### config.mk
export PLATFORM = sky130hd
export DESIGN_NAME = seq_logic_unit
export DESIGN_NICKNAME = d
export VERILOG_FILES = /design/src/rtl/seq_logic_unit.sv
export SDC_FILE = /design/constraint.sdc
export NUM_CORES = 1
export LEC_CHECK = 0
export BUFFER_PORTS_ARGS = -buffer_cell sky130_fd_sc_hd__buf_2
export CAP_MARGIN = 20
export CORE_MARGIN = 5
export CORE_UTILIZATION = 55
export DETAILED_ROUTE_END_ITERATION = 10
export PLACE_DENSITY = 0.79
export SETUP_SLACK_MARGIN = 0.3
export SYNTH_ARGS = -nofsm -noshare
export SYNTH_HDL_FRONTEND = slang
export SYNTH_SLANG_ARGS = --single-unit
### constraint.sdc
create_clock -name clk -period 5.1 [get_ports clk]
set_input_delay 0 -clock clk [delete_from_list [all_inputs] [get_ports clk]]
set_output_delay 0 -clock clk [all_outputs]
set_load 0.03 [all_outputs]
### src/rtl/seq_logic_unit.sv
// Multi-cycle bitwise logic unit: SLICE bits per clock under a start/ready/done handshake.
// Optional parity flag P is built when SEQ_LOGIC_UNIT_PARITY_EN is defined.
module seq_logic_unit #(
  parameter int unsigned WIDTH = 16,
  parameter int unsigned SLICE = 4
) (
  input  logic             clk,
  input  logic             rst_n,
  input  logic             start,
  input  logic [2:0]       op,
  input  logic [WIDTH-1:0] a,
  input  logic [WIDTH-1:0] b,
  output logic             ready,
  output logic             busy,
  output logic             done,
  output logic [WIDTH-1:0] result,
  output logic             Z,
  output logic             N,
  output logic             C,
  output logic             V,
  output logic             P
);

  localparam int unsigned NSLICE = WIDTH / SLICE;
  localparam int unsigned KW     = (NSLICE > 1) ? $clog2(NSLICE) : 1;

  localparam logic [2:0] ST_IDLE = 3'b001;
  localparam logic [2:0] ST_RUN  = 3'b010;
  localparam logic [2:0] ST_DONE = 3'b100;

  generate
    if ((WIDTH % SLICE) != 0) begin : g_bad_slice
      $error("seq_logic_unit: WIDTH must be a multiple of SLICE");
    end
  endgenerate

  logic [2:0]       state_q, state_d;
  logic             ready_q, ready_d;
  logic [WIDTH-1:0] a_q, a_d, b_q, b_d;
  logic [2:0]       op_q, op_d;
  logic [WIDTH-1:0] work_q, work_d;
  logic [SLICE-1:0] zacc_q, zacc_d;
  logic [KW-1:0]    k_q, k_d;
  logic [WIDTH-1:0] res_q, res_d;
  logic             z_q, z_d, n_q, n_d;
  logic [SLICE-1:0] slice_res;
`ifdef SEQ_LOGIC_UNIT_PARITY_EN
  logic             p_q, p_d;
`endif

  // Operands shift right each RUN cycle, so the current slice is always the low SLICE bits.
  always_comb begin
    slice_res = '0;
    case (op_q)
      3'b000:  slice_res = a_q[SLICE-1:0] & b_q[SLICE-1:0];
      3'b001:  slice_res = a_q[SLICE-1:0] | b_q[SLICE-1:0];
      3'b010:  slice_res = a_q[SLICE-1:0] ^ b_q[SLICE-1:0];
      3'b011:  slice_res = ~(a_q[SLICE-1:0] ^ b_q[SLICE-1:0]);
      3'b100:  slice_res = ~a_q[SLICE-1:0];
      3'b101:  slice_res = ~(a_q[SLICE-1:0] & b_q[SLICE-1:0]);
      3'b110:  slice_res = ~(a_q[SLICE-1:0] | b_q[SLICE-1:0]);
      default: slice_res = b_q[SLICE-1:0];
    endcase
  end

  // Next-state and datapath update.
  always_comb begin
    state_d = state_q;
    a_d     = a_q;
    b_d     = b_q;
    op_d    = op_q;
    work_d  = work_q;
    zacc_d  = zacc_q;
    k_d     = k_q;
    res_d   = res_q;
    z_d     = z_q;
    n_d     = n_q;
`ifdef SEQ_LOGIC_UNIT_PARITY_EN
    p_d     = p_q;
`endif
    case (state_q)
      ST_IDLE, ST_DONE: begin
        if (start) begin
          a_d     = a;
          b_d     = b;
          op_d    = op;
          work_d  = '0;
          zacc_d  = '0;
          k_d     = '0;
          state_d = ST_RUN;
        end else begin
          state_d = ST_IDLE;
        end
      end
      ST_RUN: begin
        a_d    = a_q >> SLICE;
        b_d    = b_q >> SLICE;
        // New slice enters at the top; after NSLICE shifts slice 0 sits at the LSBs.
        work_d = WIDTH'({slice_res, work_q} >> SLICE);
        zacc_d = zacc_q | slice_res;
        k_d    = k_q + KW'(1);
        if (k_q == KW'(NSLICE - 1)) begin
          res_d   = work_d;
          z_d     = ~|zacc_d;
          n_d     = work_d[WIDTH-1];
`ifdef SEQ_LOGIC_UNIT_PARITY_EN
          p_d     = ^work_d;
`endif
          state_d = ST_DONE;
        end
      end
      default: state_d = ST_IDLE;
    endcase
    ready_d = (state_d != ST_RUN);
  end

  always_ff @(posedge clk or negedge rst_n) begin
    if (!rst_n) begin
      state_q <= ST_IDLE;
      ready_q <= 1'b1;
      a_q     <= '0;
      b_q     <= '0;
      op_q    <= '0;
      work_q  <= '0;
      zacc_q  <= '0;
      k_q     <= '0;
      res_q   <= '0;
      z_q     <= 1'b0;
      n_q     <= 1'b0;
`ifdef SEQ_LOGIC_UNIT_PARITY_EN
      p_q     <= 1'b0;
`endif
    end else begin
      state_q <= state_d;
      ready_q <= ready_d;
      a_q     <= a_d;
      b_q     <= b_d;
      op_q    <= op_d;
      work_q  <= work_d;
      zacc_q  <= zacc_d;
      k_q     <= k_d;
      res_q   <= res_d;
      z_q     <= z_d;
      n_q     <= n_d;
`ifdef SEQ_LOGIC_UNIT_PARITY_EN
      p_q     <= p_d;
`endif
    end
  end

  assign ready  = ready_q;
  assign busy   = state_q[1];
  assign done   = state_q[2];
  assign result = res_q;
  assign Z      = z_q;
  assign N      = n_q;
  assign C      = 1'b0;
  assign V      = 1'b0;
`ifdef SEQ_LOGIC_UNIT_PARITY_EN
  assign P      = p_q;
`else
  assign P      = 1'b0;
`endif

endmodule
# Word-level counts from Yosys, hierarchy flattened
# Cells that the tools add are included.
[totals]
word_cells = 54
inputBits = 38
out_inout_bits = 24
regBits = 79
[classes]
n_addsub = 1
mux = 14
reduce_logical = 8
bitwise = 8
n_eq_ne = 12
[op_table]
columns = ["operator", "count"]
rows = [
  ["one-hot mux 16 bit (2 select lines)", 3],
  ["two-way mux 16 bit", 3],
  ["one-hot mux 4 bit (7 select lines)", 1],
  ["NOT 4 bit", 4],
  ["== test 3 bit (second input constant)", 4],
  ["== test 3 x 2 -> 1 bit (second input constant)", 3],
  ["OR 4 bit", 2],
  ["one-hot mux 4 bit (2 select lines)", 1],
  ["== test 3 x 1 -> 1 bit (second input constant)", 2],
  ["one-hot mux 3 bit (2 select lines)", 1],
  ["AND reduction 2 bit", 3],
  ["bitwise AND 4 bit", 1],
  ["two-way mux 2 bit", 2],
  ["two-way mux 4 bit", 1],
  ["one-hot mux 2 bit (2 select lines)", 1],
  ["OR reduction 4 bit", 1],
  ["bitwise XOR 4 bit", 1],
  ["zero test 3 bit", 1],
  ["two-way mux 3 bit", 1],
  ["inequality test 3 x 2 -> 1 bit (second input constant)", 1],
  ["adder 2 x 1 -> 2 bit (second input constant)", 1],
  ["== test 2 bit (second input constant)", 1],
  ["inequality test 2 bit (second input constant)", 1],
  ["nonzero test 2 bit", 1],
  ["other kinds (2)", 2],
]

# Longest topological paths before layout
# Gate-level depths: netlist of run 1.
[depth]
ltp_word = 6
ltp_mapped = 7
ltp_nobuf = 7

# Worst setup path before layout of run 1
# Ideal clock, no wire load.
[synth_timing]
path_type = "register to register"
start = "register a_q[3]"
end = "register z_q (netlist: Z)"
required_ns = 4.980
stages_incl_launch_ff = 8
t_arrival_ns = 1.515
period_less_slack_ns = 1.635
setup_time_ns = 0.120
path_buffers = 0
setup_slack_ns = 3.465
cell_sequence = "dfrtp_1 > inv_1 > ha_1 > mux2i_1 > or3_1 > a31oi_2 > nor3_1 > a41o_1"
[synth_between]
elab_chain_cells = 6
word_cells_on_any_way = 11
classes_between = "mux: 1; bitwise: 8; reduce/logical: 2"
[synth_rtl]
columns = ["item", "line", "rtl"]
rows = [
  ["start, declared", "39", "logic [WIDTH-1:0] a_q, a_d, b_q, b_d;"],
  ["start signal, assigned", "121", "a_q <= '0;"],
  ["start signal, assigned", "136", "a_q <= a_d;"],
  ["OR 4 bit (tied with other cells)", "56, 61", ""],
  ["NOT 4 bit (on tied branches)", "61, 58, 60", ""],
  ["one-hot mux 4 bit (7 select lines) *", "54", "case (op_q)"],
  ["OR 4 bit *", "100", "zacc_d = zacc_q | slice_res;"],
  ["OR reduction 4 bit *", "104", "z_d = ~|zacc_d;"],
  ["zero test 1 bit *", "104", ""],
  ["end signal, assigned", "143", "z_q <= z_d;"],
  ["end, declared", "45", "logic z_q, z_d, n_q, n_d;"],
]
# Every way passes the cells marked *; elsewhere a longest branch is shown, timed or not.
# A chain may end at the register's enable or synchronous reset.

# Final worst setup path of run 1
[layout_timing]
start = "register state_q[2]"
end = "register z_q (netlist: Z)"
[layout_between]
elab_chain_cells = 2
[layout_rtl]
columns = ["item", "line", "rtl"]
rows = [
  ["start, declared", "37", "logic [2:0] state_q, state_d;"],
  ["start signal, assigned", "134", "state_q <= state_d;"],
  ["== test 3 x 2 -> 1 bit", "81", "case (state_q)"],
  ["AND reduction 2 bit (no source line)", "-", ""],
]
# No other way between the ends.

==> metrics.cfg, run 1 <==
[detailed_routing]
via_per_inst=5.450
drtIter0Drc=184
vias=2703
finalWirelength_mm=7.643
wl_per_cell_um=15.41
drc=0
ant_nets=0
firstDrtPassIters=5

[worst_setup_path]
crit_type=flip-flop to flip-flop
path_cells=nor2_1, and2_1, nand2_1, and2_1, a41o_1
ff2ff_path_depth=5
crit_path_end_kind=flip-flop
worstReg2RegEnd=Z$_DFFE_PN0P_
r2r_slack_ps=2980
cpMostUsedCell=and2_1
rr_startpoint=state_q[2]$_DFF_PN0_
critical_path.max_stage_delay_ps=530
cp.required_ps=5340
cp.arrival_ps=2360
crit_fanout=22
slowest_stage=nand2_1
setup.worst_path.start_class=flip-flop

[pwr]
p_leak_nw=2.138
p_per_area_mw_per_mm2=568.1
finalPower_mw=2.355
ir_worst_vdd_uv=281.3

[finish]
drive_gt1_frac=0.2067
utilization=0.7001
final_common_cell=dfrtp_1
mostFrequentLayoutCells=dfrtp_1 (72), nand2_1 (59), buf_2 (58)
multi_input_area_mm2=0.001299
insertedDiodeCount=0
syn2layout_area_growth_pct=24.46
final-seq-area_mm2=0.001854
fillers=420
fin_nets=463

[min_path]
min_path_cells=3
hp-class=primary input to flip-flop
hp-start=b[3]
min_to=b_q[3]$_DFFE_PN0P_

[synth]
synthFlopType=dfrtp_1
netlist_instances=332
synth_largest_area_cell=dfrtp_1
syn_avg_cell_area_um2=10.03
seq_area_frac_synth=0.5567
synth_edf_count=0
synth_top_area_frac=0.5409
yosys_warnings=0
ys_seq_elements=74
ys_types=41
async_reset_ff_frac=1.000
synth_area_mm2=0.003331
synth_area_leaders=dfrtp_1 (54%), nand2_1 (6.6%), o22ai_1 (4.7%)

[floorplanning]
start_util=0.5626
die_h_um=87.82
rows=28
dieArea_mm2=0.007712
core-area_mm2=0.005921
die_w_um=87.82
io_pins=62

[clock_network]
cts_resized=0
htreeDepth=3
clock_latency_ps=350
clockBufferDepth=2
clkTransAtPathRegs_ps=80
cts-root-buf=clkbuf_8
cts_sinks=74
cts_buffers=9
cts_tree=built

[sta]
fmaxAchievable_ghz=0.4721
fin_skew_ps=7.863
worst_pin_slew_ps=894.0
setup_viol=0
drv_slew=0
rsz0062_at_grt=no
slew_headroom=0.4040
fin_tns_setup_ps=0
post-route-min-period_ps=2118
final_hold_viol_count=0
layout_worst_path_cycle_share=0.4154

[flow_run]
cap_violations=0

[placed_design]
dp_hpwl_mm=4.572
gp_congestion=0.7768
port_buffers=58

[run_status]
outcome=complete, no violations

[global_route]
grtUsageTotal=0.2164
grt_first_pass_wirelength_mm=12.77
antenna_found_initial=0
grt_pass1_vias=2733
grt-ovfl-total=0
grt_max_degree=75

[per-layer routing]
| metal | GRT usage | up-vias | routed length, µm |
|---|---|---|---|
| li1 | - | 1297 | - |
| met1 | 0.2638 | 1319 | 3123 |
| met2 | 0.3719 | 68 | 3934 |
| met3 | 0.05362 | 19 | 389 |
| met4 | 0.08089 | 0 | 196 |
| met5 | 0 | - | 0 |
[cell usage after synthesis, drive strengths merged (2+ instances only)]
library cell	instances
o21ai	14
nor2b	2
mux2i	3
a21oi	11
inv	11
a21o	3
buf	19
and2	3
nand2	59
clkbuf	6
o211ai	2
dfstp	2
mux2	14
a31oi	2
nor2	37
o22ai	25
nand3b	5
dfrtp	72
nand3	18
ha	9
a211oi	2
[how the worst max path moves through the flow]
stage / from / to / slack (ps) / cells past startpoint
2_1_floorplan: a_q[3]$_DFFE_PN0P_ / Z$_DFFE_PN0P_ / 3460 / 7
3_3_place_gp: state_q[2]$_DFF_PN0_ / Z$_DFFE_PN0P_ / 3030 / 5
3_5_place_dp: state_q[2]$_DFF_PN0_ / Z$_DFFE_PN0P_ / 2960 / 5
4_1_cts: state_q[2]$_DFF_PN0_ / Z$_DFFE_PN0P_ / 2950 / 5
5_1_grt: state_q[2]$_DFF_PN0_ / Z$_DFFE_PN0P_ / 2760 / 5
6_report: state_q[2]$_DFF_PN0_ / Z$_DFFE_PN0P_ / 2980 / 5
[cell families after synthesis]
logic type | count (synthesis) | share of synthesized area
flip-flops | 74 | 0.5567
other | 1 | 0.001126
XOR/XNOR | 1 | 0.002630
AND/OR/NAND/NOR | 130 | 0.1690
adder cells (fa/ha/maj) | 9 | 0.03381
buffers and inverters | 36 | 0.05560
multiplexers | 18 | 0.06311
AO/OA/AOI/OAI | 63 | 0.1180
[state kept, by name, indices dropped and copies added, names as in the netlist]
name	count
Z	1
a_q	16
b_q	16
k_q	2
op_q	3
ready	1
result	16
state_q	3
work_q	12
zacc_q	4
[power by group]
| part | switching, mW | internal, mW | leakage (nW) |
|---|---|---|---|
| logic | 0.557 | 0.357 | 1.11 |
| registers | 0.187 | 0.812 | 0.930 |
| clock network | 0.215 | 0.228 | 0.101 |
[cell type report]
cell class                 count  share of cell area
clock buffer                  10             0.03079
clock inverter                 6             0.01600
inverter                      11            0.009961
multi-input combinational    224              0.3133
timing repair buffer          96              0.1600
sequential                    74              0.4473
tap                           75             0.02264
[worst max-delay path: cells and delay by family, from the launching register on]
family          cells  cell delay [ps]
simple gates        4             1420
flops               1              400
compound gates      1              200
[metrics by stage]
stage	hold WS (ps)	setup WS, ps	std cells	area [µm²]
after floorplan	-295.6	3465	334	3338
after global placement	189.8	3030	445	3601
after detailed placement	192.0	2961	445	3601
after CTS	2.157	2954	496	4145
after global routing	44.67	2761	496	4145
final	11.73	2982	496	4145
[timing repair]
item,in CTS,in global routing
endpoints found under the hold margin,106,0
setup buffers,0,0
endpoints found under the setup margin,0,0
hold buffers,35,0
No activity file was read; power rests on OpenSTA's default activity.
==> inputs of run 2 (changes only) <==
--- a/config.mk
+++ b/config.mk
@@ -8,9 +8,9 @@
 export BUFFER_PORTS_ARGS = -buffer_cell sky130_fd_sc_hd__buf_2
 export CAP_MARGIN = 20
 export CORE_MARGIN = 5
-export CORE_UTILIZATION = 55
+export CORE_UTILIZATION = 50
 export DETAILED_ROUTE_END_ITERATION = 10
-export PLACE_DENSITY = 0.79
+export PLACE_DENSITY = 0.76
 export SETUP_SLACK_MARGIN = 0.3
 export SYNTH_ARGS = -nofsm -noshare
 export SYNTH_HDL_FRONTEND = slang
==> constraint.sdc (replaced) <==
create_clock -name clk -period 1.9 [get_ports clk]
set_input_delay 0 -clock clk [delete_from_list [all_inputs] [get_ports clk]]
set_output_delay 0 -clock clk [all_outputs]
set_load 0.03 [all_outputs]
==> metrics.cfg, run 2 (synthesis results as in run 1) <==
[worst_setup_path]
cp.arrival_ps=2020
cp.required_ps=2200
rr_startpoint=b_q[0]$_DFFE_PN0P_
crit_type=flip-flop to flip-flop
ff2ff_path_depth=5
worstReg2RegEnd=Z$_DFFE_PN0P_
cp-endpoint=Z$_DFFE_PN0P_
cp-startpoint=b_q[0]$_DFFE_PN0P_
setup.worst_path.start_class=flip-flop
crit_fanout=4
r2r_slack_ps=190
crit_path_end_kind=flip-flop

[global_route]
grt-ovfl-total=0
grt_first_pass_wirelength_mm=13.64
grt_pass1_vias=2911
grtUsageTotal=0.2036
antenna_found_initial=0
grt_max_degree=75

[floorplanning]
die_h_um=91.62
core-area_mm2=0.006422
start_util=0.5186
dieArea_mm2=0.008393
die_w_um=91.62
io_pins=62
rows=29

[placed_design]
gp_congestion=0.7387
place_inst=456
port_buffers=58
dp_hpwl_mm=4.746
dp_slack_ps=98.62

[finish]
drive_gt1_frac=0.3163
multi_input_area_mm2=0.001423
utilization=0.7111
final-seq-area_mm2=0.001858
syn2layout_area_growth_pct=37.11
final_cells=526
final_common_cell=dfrtp_1
mostFrequentLayoutCells=dfrtp_1 (69), nand2_1 (58), buf_2 (58)
fin_nets=491
fillers=425
insertedDiodeCount=0

[sta]
post-route-min-period_ps=1715
fin_tns_setup_ps=0
final_hold_viol_count=0
setup_ws_ps=185.3
rsz0062_at_grt=yes
layout_worst_path_cycle_share=0.9025
fin_skew_ps=9.311
drv_slew=0
fmaxAchievable_ghz=0.5832
setup_viol=0

[detailed_routing]
firstDrtPassIters=4
wl_per_cell_um=16.44
vias=2875
ant_nets=0
drc=0
via_per_inst=5.466
drtIter0Drc=290
finalWirelength_mm=8.646

[flow_run]
cap_violations=0

[clock_network]
cts_sinks=74
clkTransAtPathRegs_ps=90
htreeDepth=3
cts_buffers=9
cts-root-buf=clkbuf_8
cts_tree=built
clock_latency_ps=360
clockBufferDepth=2

[min_path]
hp-class=primary input to flip-flop
hp-start=b[2]

[pwr]
p_leak_nw=2.305
ir_worst_vdd_uv=832.8
p_per_area_mw_per_mm2=1618

[run_status]
outcome=complete, no violations

[run 2: changes by cell type in the layout (fill, tap and decap cells not counted), sizes merged]
| cell | delta |
|---|---|
| buf | +27 |
| clkinv | -3 |
| clkinvlp | +2 |
| inv | +2 |
[run 2: cell type report]
cell class,instances,share of cell area
Timing Repair Buffer,124,0.2058
Inverter,11,0.009041
Clock buffer,9,0.02712
Clock inverter,7,0.01863
Multi-Input combinational cell,224,0.3115
Tap cell,77,0.02110
Sequential cell,74,0.4068
[run 2: what timing repair did]
item                                    CTS  global route
pin swaps                                 6             6
hold buffers                             35             0
endpoints found under the setup margin   13            49
hold endpoints to repair                108             0
cloned                                    0             1
buffers inserted                          9             9
gates resized for setup                  21            16
[run 2: metrics by stage]
stage | instance area [µm²] | power [mW] | hold WS [ps]
finish | 4567 | 7.391 | 2.408
global route | 4567 | 7.865 | -1.668
CTS | 4410 | 6.921 | 1.248
detailed placement | 3696 | 5.176 | 58.82
global placement | 3696 | 5.055 | 57.56
floorplan | 3338 | 4.507 | -295.6
[run 2: critical path: stages, from the launching register on]
cell	delay (ps)
dfrtp_1	420
inv_2	100
ha_4	200
mux4_2	490
o221ai_4	240
a41o_1	210
[run 2: worst min-delay path by stage]
stage	endpoint	slack, ps	cells past startpoint
floorplan	Z$_DFFE_PN0P_	-300	0
finish	b_q[2]$_DFFE_PN0P_	2	3
global route	b_q[2]$_DFFE_PN0P_	-2	3
CTS	b_q[2]$_DFFE_PN0P_	1	3
detailed placement	b_q[13]$_DFFE_PN0P_	60	2
global placement	b_q[14]$_DFFE_PN0P_	60	2
[run 2: metal layers]
layer  part of all wire  global-route usage  vias to the layer above
met1               0.40              0.2438                     1409
met5                  0                   0                        -
met3              0.061             0.03764                       17
met4              0.027              0.1005                        0
li1                   -                   -                     1350
met2               0.51              0.3524                       99
[run 2: power breakdown]
part / total (mW) / internal [mW] / switching, mW
clock network: 1.29 / 0.631 / 0.664
logic: 3.45 / 1.55 / 1.90
registers: 2.65 / 2.19 / 0.464
